==> config.mk <==
export PLATFORM = sky130hd
export DESIGN_NAME = branch_hazard_ctrl
export DESIGN_NICKNAME = d
export VERILOG_FILES = /design/src/rtl/branch_hazard_ctrl.sv
export SDC_FILE = /design/constraint.sdc
export NUM_CORES = 1
export LEC_CHECK = 0
export BUFFER_PORTS_ARGS = -buffer_cell sky130_fd_sc_hd__buf_2
export CORE_ASPECT_RATIO = 0.75
export CORE_MARGIN = 8
export CORE_UTILIZATION = 42
export DETAILED_ROUTE_END_ITERATION = 8
export PLACE_DENSITY = 0.69
export SYNTH_ARGS = -nofsm -noshare
export SYNTH_HDL_FRONTEND = slang
export SYNTH_SLANG_ARGS = --single-unit
==> constraint.sdc <==
create_clock -name clk -period 4.9 [get_ports clk]
set_clock_uncertainty 0.1 [all_clocks]
set_input_delay 0.245 -clock clk [delete_from_list [all_inputs] [get_ports clk]]
set_output_delay 0.245 -clock clk [all_outputs]
set_load 0.02 [all_outputs]
==> src/rtl/branch_hazard_ctrl.sv <==
`default_nettype none
// ============================================================================
// Module   : branch_hazard_ctrl
// Purpose  : ID-stage branch hazard stall sequencing, comparator forwarding,
//            taken-branch flush and saturating branch statistics.
// Revision : 1.0
// ============================================================================
module branch_hazard_ctrl #(
    parameter int CNT_W = 16,
    parameter int REG_W = 5
) (
    input  logic             clk,
    input  logic             reset,
    input  logic             inBranch,
    input  logic [REG_W-1:0] inRsID,
    input  logic [REG_W-1:0] inRtID,
    input  logic             inRegWriteEX,
    input  logic             inMemReadEX,
    input  logic [REG_W-1:0] inRdEX,
    input  logic             inRegWriteMEM,
    input  logic             inMemReadMEM,
    input  logic [REG_W-1:0] inRdMEM,
    input  logic             inRegWriteWB,
    input  logic [REG_W-1:0] inRdWB,
    input  logic             inPCSrc,
    output logic             outStall,
    output logic             outBubble,
    output logic             outFlush,
    output logic [1:0]       outForwardA,
    output logic [1:0]       outForwardB,
    output logic [CNT_W-1:0] outBranchCnt,
    output logic [CNT_W-1:0] outTakenCnt
);

    typedef enum logic [0:0] {
        IDLE  = 1'b0,
        STALL = 1'b1
    } state_t;

    state_t           state_q, state_d;
    logic             rem_q, rem_d;
    logic [CNT_W-1:0] branch_q, branch_d;
    logic [CNT_W-1:0] taken_q, taken_d;

    logic w_ex_match, w_mem_match;
    logic w_need2, w_need1;
    logic w_stall, w_flush, w_resolve;

    assign w_ex_match  = (inRdEX  != '0) && ((inRdEX  == inRsID) || (inRdEX  == inRtID));
    assign w_mem_match = (inRdMEM != '0) && ((inRdMEM == inRsID) || (inRdMEM == inRtID));

    // A load in EX needs two cycles before its data reaches MEM/WB forwarding.
    assign w_need2 = inRegWriteEX & inMemReadEX & w_ex_match;
    assign w_need1 = (inRegWriteEX & ~inMemReadEX & w_ex_match)
                   | (inRegWriteMEM & inMemReadMEM & w_mem_match);

    always_comb begin
        state_d   = state_q;
        rem_d     = rem_q;
        w_stall   = 1'b0;
        w_flush   = 1'b0;
        w_resolve = 1'b0;
        case (state_q)
            IDLE: begin
                if (inBranch) begin
                    if (w_need2) begin
                        w_stall = 1'b1;
                        state_d = STALL;
                        rem_d   = 1'b1;
                    end else if (w_need1) begin
                        w_stall = 1'b1;
                    end else begin
                        w_resolve = 1'b1;
                        w_flush   = inPCSrc;
                    end
                end
            end
            STALL: begin
                w_stall = 1'b1;
                rem_d   = rem_q - 1'b1;
                state_d = IDLE;
            end
            default: begin
                state_d = IDLE;
                rem_d   = 1'b0;
            end
        endcase
    end

    assign outStall  = w_stall & ~reset;
    assign outBubble = w_stall & ~reset;
    assign outFlush  = w_flush & ~reset;

    always_comb begin
        branch_d = branch_q;
        taken_d  = taken_q;
        if (w_resolve) begin
            if (branch_q != '1)
                branch_d = branch_q + 1'b1;
            if (inPCSrc && (taken_q != '1))
                taken_d = taken_q + 1'b1;
        end
    end

    always_ff @(posedge clk or posedge reset) begin
        if (reset) begin
            state_q  <= IDLE;
            rem_q    <= 1'b0;
            branch_q <= '0;
            taken_q  <= '0;
        end else begin
            state_q  <= state_d;
            rem_q    <= rem_d;
            branch_q <= branch_d;
            taken_q  <= taken_d;
        end
    end

    assign outBranchCnt = branch_q;
    assign outTakenCnt  = taken_q;

    // MEM/WB forwarding only; a load in MEM is covered by the stall instead.
    always_comb begin
        outForwardA = 2'b00;
        outForwardB = 2'b00;
        if (inRegWriteMEM && !inMemReadMEM && (inRdMEM != '0) && (inRdMEM == inRsID))
            outForwardA = 2'b01;
        else if (inRegWriteWB && (inRdWB != '0) && (inRdWB == inRsID))
            outForwardA = 2'b10;
        if (inRegWriteMEM && !inMemReadMEM && (inRdMEM != '0) && (inRdMEM == inRtID))
            outForwardB = 2'b01;
        else if (inRegWriteWB && (inRdWB != '0) && (inRdWB == inRtID))
            outForwardB = 2'b10;
    end

endmodule
`default_nettype wire

# [After elaboration in Yosys (flattened, before gate mapping)]
# Index checks and enable logic that the tools add are counted.
[word_totals] regBits=33 input_bits=34 out_inout_bits=39 word_cells=62
[classes] addsub=2 eq_ne=8 n_mux=19 bitwise_logic=12 reduce_logical=18
[op_table] operator="adder 16 x 1 -> 16 bit, second input constant" n=2
[op_table] operator="inequality test 16 bit, second input constant" n=2
[op_table] operator="equality test 5 bit" n=6
[op_table] operator="nonzero test 5 bit" n=3
[op_table] operator="2-to-1 mux 1 bit" n=13
[op_table] operator="logical AND 1 bit" n=10
[op_table] operator="AND 1 bit" n=8
[op_table] operator="2-to-1 mux 2 bit" n=4
[op_table] operator="one-hot mux 1 bit (2 select lines)" n=2
[op_table] operator="AND reduction 2 bit" n=2
[op_table] operator="NOT 1 bit" n=3
[op_table] operator="logical OR 1 bit" n=2
[op_table] operator="logical NOT 1 bit" n=1
[op_table] operator="OR 1 bit" n=1

# [Depth between registers and ports, before layout]
# Gate-level depths: netlist of run 1.
[depth] ltp_word=10 depth_mapped=8 depth_no_buf=8

# [Worst setup path after synthesis of run 1]
# OpenSTA, ideal clock, no wires.
[synth_timing] kind="input to output" startpoint="input port inRsID[2]" endpoint="output port outStall" t_arrival_ns=1.870 t_required_ns=4.555 slack_ns=2.685 cell_stages=7 n_path_buf=1 cell_sequence="xor2_1 nor3_1 nand3_1 a211oi_2 o21ai_0 a21oi_1 buf_4"
[synth_between] elab_chain_cells=10 word_cells_on_any_way=15 cone_classes="2 x eq/ne; 4 x mux; 5 x bitwise; 4 x reduce/logical"
[synth_rtl] element="from (decl)" line_no="15" rtl="input logic [REG_W-1:0] inRsID,"
[synth_rtl] element="equality test 5 bit, on equally long branches" line_no="49, 50"
[synth_rtl] element="logical OR 1 bit, on equally long branches" line_no="49, 50"
[synth_rtl] element="logical AND 1 bit, on equally long branches" line_no="49, 50"
[synth_rtl] element="AND 1 bit, on equally long branches" line_no="54, 55"
[synth_rtl] element="OR 1 bit" line_no="55" rtl="| (inRegWriteMEM & inMemReadMEM & w_mem_match);"
[synth_rtl] element="2-to-1 mux 1 bit" line_no="70" rtl="end else if (w_need1) begin"
[synth_rtl] element="2-to-1 mux 1 bit *" line_no="66" rtl="if (w_need2) begin"
[synth_rtl] element="2-to-1 mux 1 bit *" line_no="65" rtl="if (inBranch) begin"
[synth_rtl] element="one-hot mux 1 bit (2 select lines) *" line_no="63" rtl="case (state_q)"
[synth_rtl] element="AND 1 bit *"
[synth_rtl] element="to (decl)" line_no="26" rtl="output logic outStall,"
# Mark *: on every way between the ends. The rest lies on a longest branch, timed or not.

# [Final worst setup path of run 1]
[layout_timing] startpoint="input port inRdEX[0]" endpoint="output port outFlush"
[layout_between] elab_chain_cells=10 word_cells_on_any_way=13 cone_classes="2 x eq/ne; 4 x mux; 4 x bitwise; 3 x reduce/logical"
[layout_rtl] element="from (decl)" line_no="19" rtl="input logic [REG_W-1:0] inRdEX,"
[layout_rtl] element="equality test 5 bit" line_no="49" rtl="assign w_ex_match = (inRdEX != '0) && ((inRdEX == inRsID) || (inRdEX == inRtID));"
[layout_rtl] element="logical OR 1 bit" line_no="49"
[layout_rtl] element="logical AND 1 bit *" line_no="49"
[layout_rtl] element="AND 1 bit" line_no="54" rtl="assign w_need1 = (inRegWriteEX & ~inMemReadEX & w_ex_match)"
[layout_rtl] element="OR 1 bit" line_no="55"
[layout_rtl] element="2-to-1 mux 1 bit" line_no="70"
[layout_rtl] element="2-to-1 mux 1 bit *" line_no="66"
[layout_rtl] element="2-to-1 mux 1 bit *" line_no="65"
[layout_rtl] element="2-to-1 mux 1 bit *" line_no="63"
[layout_rtl] element="AND 1 bit *" line_no="92" rtl="assign outFlush = w_flush & ~reset;"
[layout_rtl] element="to (decl)" line_no="28" rtl="output logic outFlush,"
# Marks and branches as above.

==> results of run 1 <==
[cell usage after synthesis (all sizes together) (3+ instances only)]
| master | instances |
|---|---|
| inv | 5 |
| nor2 | 4 |
| and3 | 13 |
| buf | 3 |
| nor3 | 8 |
| dfrtp | 33 |
| xor2 | 24 |
| nand3 | 19 |
| and2 | 5 |
| nand2 | 9 |
| xnor2 | 34 |
| nand4 | 14 |
| o21ai | 4 |
| mux2 | 4 |
| or4 | 5 |
[worst max-delay path by stage]
stage	startpoint	to	slack, ns	depth (start not counted)
detailed placement	inRdEX[0]	outBranchCnt[1]$_DFFE_PP0P_	2.08	7
global placement	inRdEX[0]	outBranchCnt[1]$_DFFE_PP0P_	2.14	7
floorplan	inRsID[2]	outStall	2.69	7
finish	inRdEX[0]	outFlush	2.13	7
global route	inRdEX[0]	outFlush	1.98	7
CTS	inRdEX[0]	outFlush	2.13	7
[routing by layer]
metal  vias to the layer above  part of all wire [%]
met2                        42                    46
met5                         -                     0
met3                         7                   6.0
met4                         0                  0.92
met1                       850                    47
li1                        858                     -
[logic make-up (layout without fill, tap and decap cells)]
logic type	count (synthesis)	in the layout	synth area share, %
simple gates	86	86	25.15
mux	4	4	2.596
fa+ha+maj	2	2	1.236
buf+inv	8	86	2.411
compound gates	8	8	2.719
flops	33	33	40.79
xor+xnor	58	58	25.09
[metrics by stage]
step	total power, W	instances	hold WS, ns
floorplan	0.0005678	199	0.2791
global placement	0.0006728	329	0.2733
detailed placement	0.0006773	329	0.2750
CTS	0.0008889	337	0.1122
global route	0.0009376	337	0.1096
finish	0.0008806	337	0.1191
[flip-flops by register name, summed over array words and instances (netlist names)]
name,flops
outBranchCnt,16
state_q,1
outTakenCnt,16
[worst register-to-register path, delay by kind of cell, from the launching register on]
kind / cells / cell delay [ns]
flops: 1 / 0.43
simple gates: 6 / 1.14
xor+xnor: 1 / 0.15
fa+ha+maj: 1 / 0.24
[power breakdown]
group / leakage [nW] / total (W) / switching [W] / internal, W
registers: 0.440 / 0.000384 / 0.0000627 / 0.000321
clock network: 0.0443 / 0.000207 / 0.0000958 / 0.000111
logic: 0.752 / 0.000289 / 0.000164 / 0.000125
[cell type report]
type                       count  area [sq um]  share of cell area (%)
inverter                       5         18.77                  0.7407
timing repair buffer          74         377.9                   14.91
multi-input combinational    158          1150                   45.38
sequential                    33         825.8                   32.59
clock buffer                   7         86.33                   3.407
tap                           60         75.07                   2.963
[what timing repair did]
| item | CTS | global route |
|---|---|---|
| hold endpoints to repair | 33 | 0 |
| hold buffers | 1 | 0 |
| gates resized for setup | 0 | 0 |
==> metrics.yaml, run 1 <==
critical_path:
  worstReg2RegStart: "outTakenCnt[0]$_DFFE_PP0P_"
  critPathArrivalTime_ns: 2.42
  crit_path_end_kind: "output port"
  max_stage_delay_ns: 0.81
  reg2reg_depth: 8
  worstSetupPathType: "in2out"
  reg2reg_slack_ns: 2.73
  rr_endpoint: "outTakenCnt[14]$_DFFE_PP0P_"
  crit_top_cell: "buf_2"
  required_ns: 4.55
  worst-path-buf-inv: 2
  startpoint_type: "primary input"
  crit_chain: "buf_2 > or4_1 > o21ai_0 > a21oi_1 > nor3b_4 > and3_1 > buf_2"
  crit_family: "simple AND/OR/NAND/NOR gates"
  cp_slowest_cell: "nor3b_4"
  critPathMaxFanout: 24
placement:
  place_area_sq_um: 2437
  io_buffers: 72
  gp_congestion: 0.8567
  hpwl_um: 4111
  post-place-ws_ns: 2.081
job:
  drv_cap: 0
timing:
  hold_violations: 0
  slew_headroom_pct: 39.07
  timing.final.ws_setup_ns: 2.132
  layout_min_cycle_time_ns: 2.768
  fmax_ghz: 0.3613
  setup_viol: 0
  rsz0062_at_grt: "no"
  worstMarginPinSlew_ns: 0.9129
  timing.final.crit_share_pct: 56.49
  slew_viol_final: 0
  final.setup.tns_ns: 0
global_route:
  grt_overflow: 0
  grtUsageMet3_pct: 4.134
  grt_util_met1_pct: 20.20
  grt_pass1_vias: 1747
  grt_usage_pct: 14.64
  met2_usage_pct: 21.67
  grt_max_degree: 35
  grt_pass1_wl_um: 8576
  grt_busiest_layer: "met2"
  antenna_found_initial: 0
layout:
  final_core_util_pct: 53.21
  stdcell_area_sq_um: 2534
  nFillCells: 447
  nets: 313
  n_antenna_cell: 0
  layout_common_cells: "72 x buf_2, 34 x xnor2_1, 33 x dfrtp_1"
  final_common_cell: "buf_2"
  syn2layout_area_growth_pct: 25.15
  drive_gt1_share_pct: 31.05
clock_network:
  htreeDepth: 2
  cts_buffers: 5
  cts.sinks: 33
  path_clk_slew_ns: 0.07
  clkLatencyLatePin_ns: 0.28
  cts_setup_buffers: 0
  cts_tree: "done"
  cts_buffer_depth: 2
  clockRootBuffer: "clkbuf_8"
logic_synthesis:
  yosys_warnings: 0
  synth_area_sq_um: 2024
  synth_nets: 235
  netlist.top_cell.by_area: "dfrtp_1"
  synth_edf_count: 0
  synthTopCellsByArea: "dfrtp_1 41%, xnor2_1 15%, xor2_1 10%"
  yosysSeqAreaShare_pct: 40.79
  async_reset_ff_share_pct: 100.0
  postSynthCellCount: 199
  yosysUniqueCellTypes: 30
  synthFlopType: "dfrtp_1"
  synth_top_area_share_pct: 40.79
  syn_area_per_cell_sq_um: 10.17
  ys_ff_latch: 33
die:
  ioPinCount: 73
  coreArea_sq_um: 4762
  die-width_um: 96.17
  rows: 22
  initial_utilization_pct: 42.51
  die_h_um: 76.13
  die_area_sq_um: 7321
power_and_ir_drop:
  p_per_area_nw_per_um2: 347.6
  ir_drop_mv: 0.3015
  p_leak_nw: 1.236
routing:
  vias: 1757
  drtPass1Iterations: 4
  wl_per_cell_um: 15.45
  wl_um: 5208
  drcViolationCount: 0
  first_iter_violations: 132
  via_per_inst: 5.214
  antenna_left: 0
hold_path:
  min_to: "state_q$_DFF_PP0_"
  worstHoldPathCells: 2
  hold_start: "inMemReadEX"
  hold_class: "in2reg"
run_status:
  status: "completed"
Note: power is estimated with default switching activity, not from simulation.
==> run 2, diff against run 1 <==
==> constraint.sdc (replaced) <==
create_clock -name clk -period 2.9 [get_ports clk]
set_clock_uncertainty 0.1 [all_clocks]
set_input_delay 0.145 -clock clk [delete_from_list [all_inputs] [get_ports clk]]
set_output_delay 0.145 -clock clk [all_outputs]
set_load 0.02 [all_outputs]
==> run 2 against run 1 <==
  * Sequential power rose by 68%
  * First-iteration DRC count decreased by 61%
  * Core utilization increased by 0.34 points
  * Worst hold slack worse by 0.095 ns
  * Clock power is 61% higher
  * Critical path type unchanged
  * Power is 68% higher
  * Sequential share of layout area fell by 0.21 points
  * Highest routed layer unchanged
  * Register-to-register slack worse by 2.0 ns
  * Setup slack lost 1.5 ns
  * Routed wire length down 1.7%
==> metrics.yaml, run 2 (same netlist as run 1, synthesis figures left out) <==
routing:
  drtPass1Iterations: 4  # unchanged
  via_per_inst: 5.076  # was 5.214
  first_iter_violations: 52  # was 132
  antenna_left: 0  # unchanged
  wl_per_cell_um: 15.01  # was 15.45 um
  drcViolationCount: 0  # unchanged
  vias: 1731  # was 1757
  wl_um: 5119  # was 5208 um
global_route:
  grt_max_degree: 35  # unchanged
  grt_pass1_vias: 1802  # was 1747
  antenna_found_initial: 0  # unchanged
  grt_pass1_wl_um: 8445  # was 8576 um
  grt_usage_pct: 14.31  # was 14.64%
  grt_overflow: 0  # unchanged
die:
  rows: 22  # unchanged
  die-width_um: 96.17  # unchanged
  initial_utilization_pct: 42.51  # unchanged
  die_h_um: 76.13  # unchanged
  coreArea_sq_um: 4762  # unchanged
  die_area_sq_um: 7321  # unchanged
  ioPinCount: 73  # unchanged
critical_path:
  worstSetupPathType: "in2out"  # unchanged
  critPathArrivalTime_ns: 2.07  # was 2.42 ns
  required_ns: 2.65  # was 4.55 ns
  startpoint_type: "primary input"  # unchanged
  reg2reg_slack_ns: 0.73  # was 2.73 ns
  crit_path_end_kind: "output port"  # unchanged
  critPathMaxFanout: 15  # was 24
timing:
  timing.final.crit_share_pct: 79.86
  layout_min_cycle_time_ns: 2.316
  hold_violations: 0  # unchanged
  final.setup.tns_ns: 0  # unchanged
  rsz0062_at_grt: "no"  # unchanged
  timing.final.ws_setup_ns: 0.5840  # was 2.132 ns
  slew_viol_final: 0  # unchanged
  setup_viol: 0  # unchanged
  slew_headroom_pct: 61.20  # was 39.07%
  worstMarginPinSlew_ns: 0.5814  # was 0.9129 ns
  fmax_ghz: 0.4318
clock_network:
  cts_buffer_depth: 2  # unchanged
  clockRootBuffer: "clkbuf_8"  # unchanged
  cts.sinks: 33  # unchanged
  cts_resized: 0  # unchanged
  clkLatencyLatePin_ns: 0.28  # about the same
  path_clk_slew_ns: 0.07  # about the same
  cts_buffers: 5  # unchanged
  htreeDepth: 2  # unchanged
  cts_tree: "done"  # unchanged
layout:
  nFillCells: 433  # was 447
  n_antenna_cell: 0  # unchanged
  syn2layout_area_growth_pct: 25.96  # was 25.15%
  layout_common_cells: "72 x buf_2, 34 x xnor2_1, 33 x dfrtp_1"  # unchanged
  final_common_cell: "buf_2"  # unchanged
  drive_gt1_share_pct: 31.32  # was 31.05%
  nets: 316  # was 313
hold_path:
  hold_class: "in2reg"  # unchanged
power_and_ir_drop:
  p_per_area_nw_per_um2: 578.8  # was 347.6 nW/um^2
  p_leak_nw: 1.247  # was 1.236 nW
  ir_drop_mv: 0.4386  # was 0.3015 mV
  power_w: 0.001476  # was 0.0008806 W
placement:
  gp_congestion: 0.9056  # was 0.8567
  io_buffers: 72  # unchanged
  post-place-ws_ns: 0.4751  # was 2.081 ns
  hpwl_um: 4090  # was 4111 um
job:
  drv_cap: 0  # unchanged
run_status:
  status: "completed"  # unchanged
run 2: cell types whose count changed in the layout (fill, tap and decap cells not counted), sizes merged:
| cell | before | now |
|---|---|---|
| buf | 73 | 76 |
| clkbuf | 7 | 8 |
run 2: path summary, 6_finish.rpt:
path | start | to | depth (start not counted)
min in group asynchronous | reset | outTakenCnt[2]$_DFFE_PP0P_ | 4
worst max register to register | outTakenCnt[0]$_DFFE_PP0P_ | outTakenCnt[8]$_DFFE_PP0P_ | 8
max in group asynchronous | reset | outBranchCnt[15]$_DFFE_PP0P_ | 4
worst min-delay path | inMemReadEX | state_q$_DFF_PP0_ | 2
worst max-delay path | inRdEX[0] | outFlush | 7
worst min register to register | outTakenCnt[12]$_DFFE_PP0P_ | outTakenCnt[12]$_DFFE_PP0P_ | 1
run 2: repair_timing:
| item | in CTS | in global routing |
|---|---|---|
| endpoints found under the hold margin | 33 | 0 |
| hold buffers | 1 | 0 |
| setup buffers | 0 | 0 |
run 2: report_power, final:
group	switching [W]	total (W)	internal, W
logic	0.000280	0.000496	0.000216
clock network	0.000162	0.000333	0.000170
registers	0.000104	0.000647	0.000543
total	0.000547	0.00148	0.000929
run 2: metrics by stage:
stage / cell area (sq um) / hold slack [ns] / util, % / cells
4_1_cts: 2550 / 0.009144 / 53.55 / 341
5_1_grt: 2550 / 0.01305 / 53.55 / 341
2_1_floorplan: 2024 / 0.1791 / - / 199
6_report: 2550 / 0.02375 / 53.55 / 341
3_5_place_dp: 2460 / 0.1709 / 51.66 / 332
3_3_place_gp: 2460 / 0.1708 / 51.66 / 332
run 2: worst max-delay path, cell delays in order:
cell and delay, ns:
buf_2 0.12, or4_1 0.50, o21ai_0 0.17, a21oi_1 0.14, nor3b_4 0.56, and3_1 0.26
buf_2 0.17
run 2: routing by layer:
layer  routed length, um  up-vias  global-route usage (%)
met5                   0        -                       0
met4                  42        0                   4.441
met3                 351        5                   4.331
met2                2274       46                   21.26
met1                2449      815                   19.17
li1                    -      865                       -
run 2: area by class of cell:
type                       instances  area, sq um  area share (%)
tap                               60        75.07           2.944
timing repair buffer              77        400.4           15.70
inverter                           5        18.77          0.7360
sequential                        33        825.8           32.38
multi-input combinational        158         1150           45.09
clock buffer                       8        80.08           3.140
==> run 3, diff against run 2 <==
--- a/config.mk
+++ b/config.mk
@@ -5,12 +5,13 @@
 export SDC_FILE = /design/constraint.sdc
 export NUM_CORES = 1
 export LEC_CHECK = 0
+export ABC_AREA = 1
 export BUFFER_PORTS_ARGS = -buffer_cell sky130_fd_sc_hd__buf_2
 export CORE_ASPECT_RATIO = 0.75
 export CORE_MARGIN = 8
 export CORE_UTILIZATION = 42
 export DETAILED_ROUTE_END_ITERATION = 8
-export PLACE_DENSITY = 0.69
+export PLACE_DENSITY = 0.67
 export SYNTH_ARGS = -nofsm -noshare
 export SYNTH_HDL_FRONTEND = slang
 export SYNTH_SLANG_ARGS = --single-unit
==> constraint.sdc (replaced) <==
create_clock -name clk -period 2.35 [get_ports clk]
set_clock_uncertainty 0.1 [all_clocks]
set_input_delay 0.1175 -clock clk [delete_from_list [all_inputs] [get_ports clk]]
set_output_delay 0.1175 -clock clk [all_outputs]
set_load 0.02 [all_outputs]
==> run 3 against run 2 <==
  * Power increased by 25%
  * Flip-flop and latch count unchanged
  * Largest cell class unchanged
  * Critical path type is now reg2reg
  * Synthesized cell count rose by 91%
  * Design area up 23%
==> metrics.yaml, run 3 <==
run_status:
  status: "completed"  # unchanged
die:
  ioPinCount: 73  # unchanged
  rows: 24  # was 22
  die_h_um: 83.88  # was 76.13 um
  coreArea_sq_um: 5886  # was 4762 sq um
  die_area_sq_um: 8933  # was 7321 sq um
  initial_utilization_pct: 43.84  # was 42.51%
  die-width_um: 106.5  # was 96.17 um
logic_synthesis:
  synthFlopType: "dfrtp_1"  # unchanged
  yosysSeqAreaShare_pct: 32.01  # was 40.79%
  yosysUniqueCellTypes: 29  # was 30
  synth_common_cells: "138 x nand2_1, 51 x nand3_1, 41 x inv_1"  # was 34 x xnor2_1, 33 x dfrtp_1, 24 x xor2_1
  async_reset_ff_share_pct: 100.0  # unchanged
  synth_edf_count: 0  # unchanged
  synth_nets: 417  # was 235
  synth_most_common_cell: "nand2_1"  # was xnor2_1
  postSynthCellCount: 381  # was 199
  yosys_warnings: 0  # unchanged
  synthTopCellsByArea: "dfrtp_1 32%, nand2_1 20%, nand3_1 9.9%"  # was dfrtp_1 41%, xnor2_1 15%, xor2_1 10%
  netlist.top_cell.by_area: "dfrtp_1"  # unchanged
  synth_top_area_share_pct: 32.01  # was 40.79%
  synth_area_sq_um: 2580  # was 2024 sq um
  ys_ff_latch: 33  # unchanged
  syn_area_per_cell_sq_um: 6.772  # was 10.17 sq um
timing:
  timing.final.ws_setup_ns: 0.3996  # was 0.5840 ns
  slew_viol_final: 0  # unchanged
  setup_viol: 0  # unchanged
  worstMarginPinSlew_ns: 0.4184  # was 0.5814 ns
  timing.final.crit_share_pct: 83.00
  rsz0062_at_grt: "no"  # unchanged
  hold_violations: 0  # unchanged
  final.setup.tns_ns: 0  # unchanged
  slew_headroom_pct: 72.04  # was 61.20%
  fmax_ghz: 0.5127
  layout_min_cycle_time_ns: 1.950
critical_path:
  critPathArrivalTime_ns: 2.02  # was 2.07 ns
  crit_path_end_kind: "flop"  # was output port
  required_ns: 2.42  # was 2.65 ns
  critPathMaxFanout: 6  # was 15
  startpoint_type: "flop"  # was primary input
  worstSetupPathType: "reg2reg"  # was in2out
placement:
  gp_congestion: 0.8895  # was 0.9056
  io_buffers: 72  # unchanged
  post-place-ws_ns: 0.4099  # was 0.4751 ns
  place_area_sq_um: 3007  # was 2460 sq um
  placed_cells: 528  # was 332
  hpwl_um: 5438  # was 4090 um
power_and_ir_drop:
  p_leak_nw: 1.781  # was 1.247 nW
  ir_drop_mv: 0.4393  # was 0.4386 mV
  p_per_area_nw_per_um2: 585.2  # was 578.8 nW/um^2
  power_w: 0.001839  # was 0.001476 W
routing:
  via_per_inst: 4.831  # was 5.076
  vias: 2599  # was 1731
  drcViolationCount: 0  # unchanged
  first_iter_violations: 133  # was 52
  antenna_left: 0  # unchanged
  drtPass1Iterations: 4  # unchanged
  wl_per_cell_um: 13.04  # was 15.01 um
  wl_um: 7013  # was 5119 um
clock_network:
  clockRootBuffer: "clkbuf_8"  # unchanged
  cts.sinks: 33  # unchanged
  cts_buffer_depth: 2  # unchanged
  cts_buffers: 5  # unchanged
  clkLatencyLatePin_ns: 0.29  # was 0.28 ns
  htreeDepth: 2  # unchanged
  cts_tree: "done"  # unchanged
  cts_setup_buffers: 0  # unchanged
  path_clk_slew_ns: 0.07  # about the same
  cts_hold_buffers: 2  # was 1
  cts_resized: 0  # unchanged
layout:
  stdcell_count: 538  # was 341
  stdcell_area_sq_um: 3143  # was 2550 sq um
  layout_common_cells: "138 x nand2_1, 72 x buf_2, 51 x nand3_1"  # was 72 x buf_2, 34 x xnor2_1, 33 x dfrtp_1
  n_antenna_cell: 0  # unchanged
  syn2layout_area_growth_pct: 21.82  # was 25.96%
  nets: 495  # was 316
  drive_gt1_share_pct: 21.30  # was 31.32%
  final_common_cell: "nand2_1"  # was buf_2
hold_path:
  hold_class: "in2reg"  # unchanged
global_route:
  grt_overflow: 0  # unchanged
  grt_usage_pct: 16.00  # was 14.31%
  antenna_found_initial: 0  # unchanged
  grt_pass1_wl_um: 11940  # was 8445 um
  grt_max_degree: 34  # was 35
  grt_pass1_vias: 2548  # was 1802
job:
  drv_cap: 0  # unchanged
==> run 3: changes by cell type in the layout (fill, tap and decap cells not counted), sizes merged, moves of 6 or more <==
cell	previous run	this run
and3	13	0
nand3	19	53
xnor2	34	21
nand4	14	8
inv	5	41
nor2	4	36
nand2	9	142
==> run 3: where the power goes <==
group | switching, W | leakage, nW | internal (W) | total [W]
Sequential | 0.000104 | 0.449 | 0.000640 | 0.000744
Clock | 0.000213 | 0.0585 | 0.000346 | 0.000558
Combinational | 0.000327 | 1.27 | 0.000209 | 0.000537
==> run 3: cell families (layout without fill, tap and decap cells) <==
logic type / count (synthesis) / in the layout / share of synthesized area (%)
AND/OR/NAND/NOR: 250 / 250 / 42.97
XOR/XNOR: 41 / 41 / 13.92
buffers and inverters: 50 / 129 / 8.923
adder cells (fa/ha/maj): 2 / 2 / 0.9698
flip-flops: 33 / 33 / 32.01
AO/OA/AOI/OAI: 5 / 5 / 1.212
==> run 3: worst paths after layout <==
path,start,end,slack (ns),depth (start not counted)
setup / recovery,outBranchCnt[0]$_DFFE_PP0P_,outBranchCnt[12]$_DFFE_PP0P_,0.40,9
hold / removal,inBranch,outTakenCnt[0]$_DFFE_PP0P_,0.16,5
setup reg to reg,outBranchCnt[0]$_DFFE_PP0P_,outBranchCnt[12]$_DFFE_PP0P_,0.40,9
hold reg to reg,outTakenCnt[13]$_DFFE_PP0P_,outTakenCnt[13]$_DFFE_PP0P_,0.43,2
max in group asynchronous,reset,outBranchCnt[11]$_DFFE_PP0P_,1.47,4
min in group asynchronous,reset,outTakenCnt[2]$_DFFE_PP0P_,0.39,4
==> run 3: area by class of cell <==
cell class	instances	area, sq um
multi-input cells	298	1524
inverters	41	153.9
well taps	78	97.59
repair buffers	80	425.4
clock inverters	1	30.03
flip-flops and latches	33	825.8
fillers	620	2743
clock buffers	7	86.33
==> run 3: worst max-delay path: stages (launching register included) <==
cell     delay, ns
dfrtp_1       0.44
ha_1          0.25
nand2_1       0.08
nor2_2        0.16
nand2_1       0.12
nor2_2        0.13
nor3b_1       0.31
nand4_1       0.13
nand2_1       0.07
nand2_1       0.05
==> run 3: per-stage QoR <==
step,hold WS [ns],util [%]
6_report,0.1629,53.40
4_1_cts,0.1645,53.40
3_5_place_dp,0.1531,51.08
5_1_grt,0.1898,53.40
2_1_floorplan,0.1398,-
3_3_place_gp,0.1567,51.08
==> run 3: metal layers <==
layer / share of wire [%] / GRT usage [%] / up-vias
met2: 44 / 24.32 / 67
met1: 49 / 21.43 / 1183
met3: 6.9 / 4.552 / 4
met4: 0.57 / 4.459 / 0
li1: - / - / 1345
met5: 0 / 0 / -
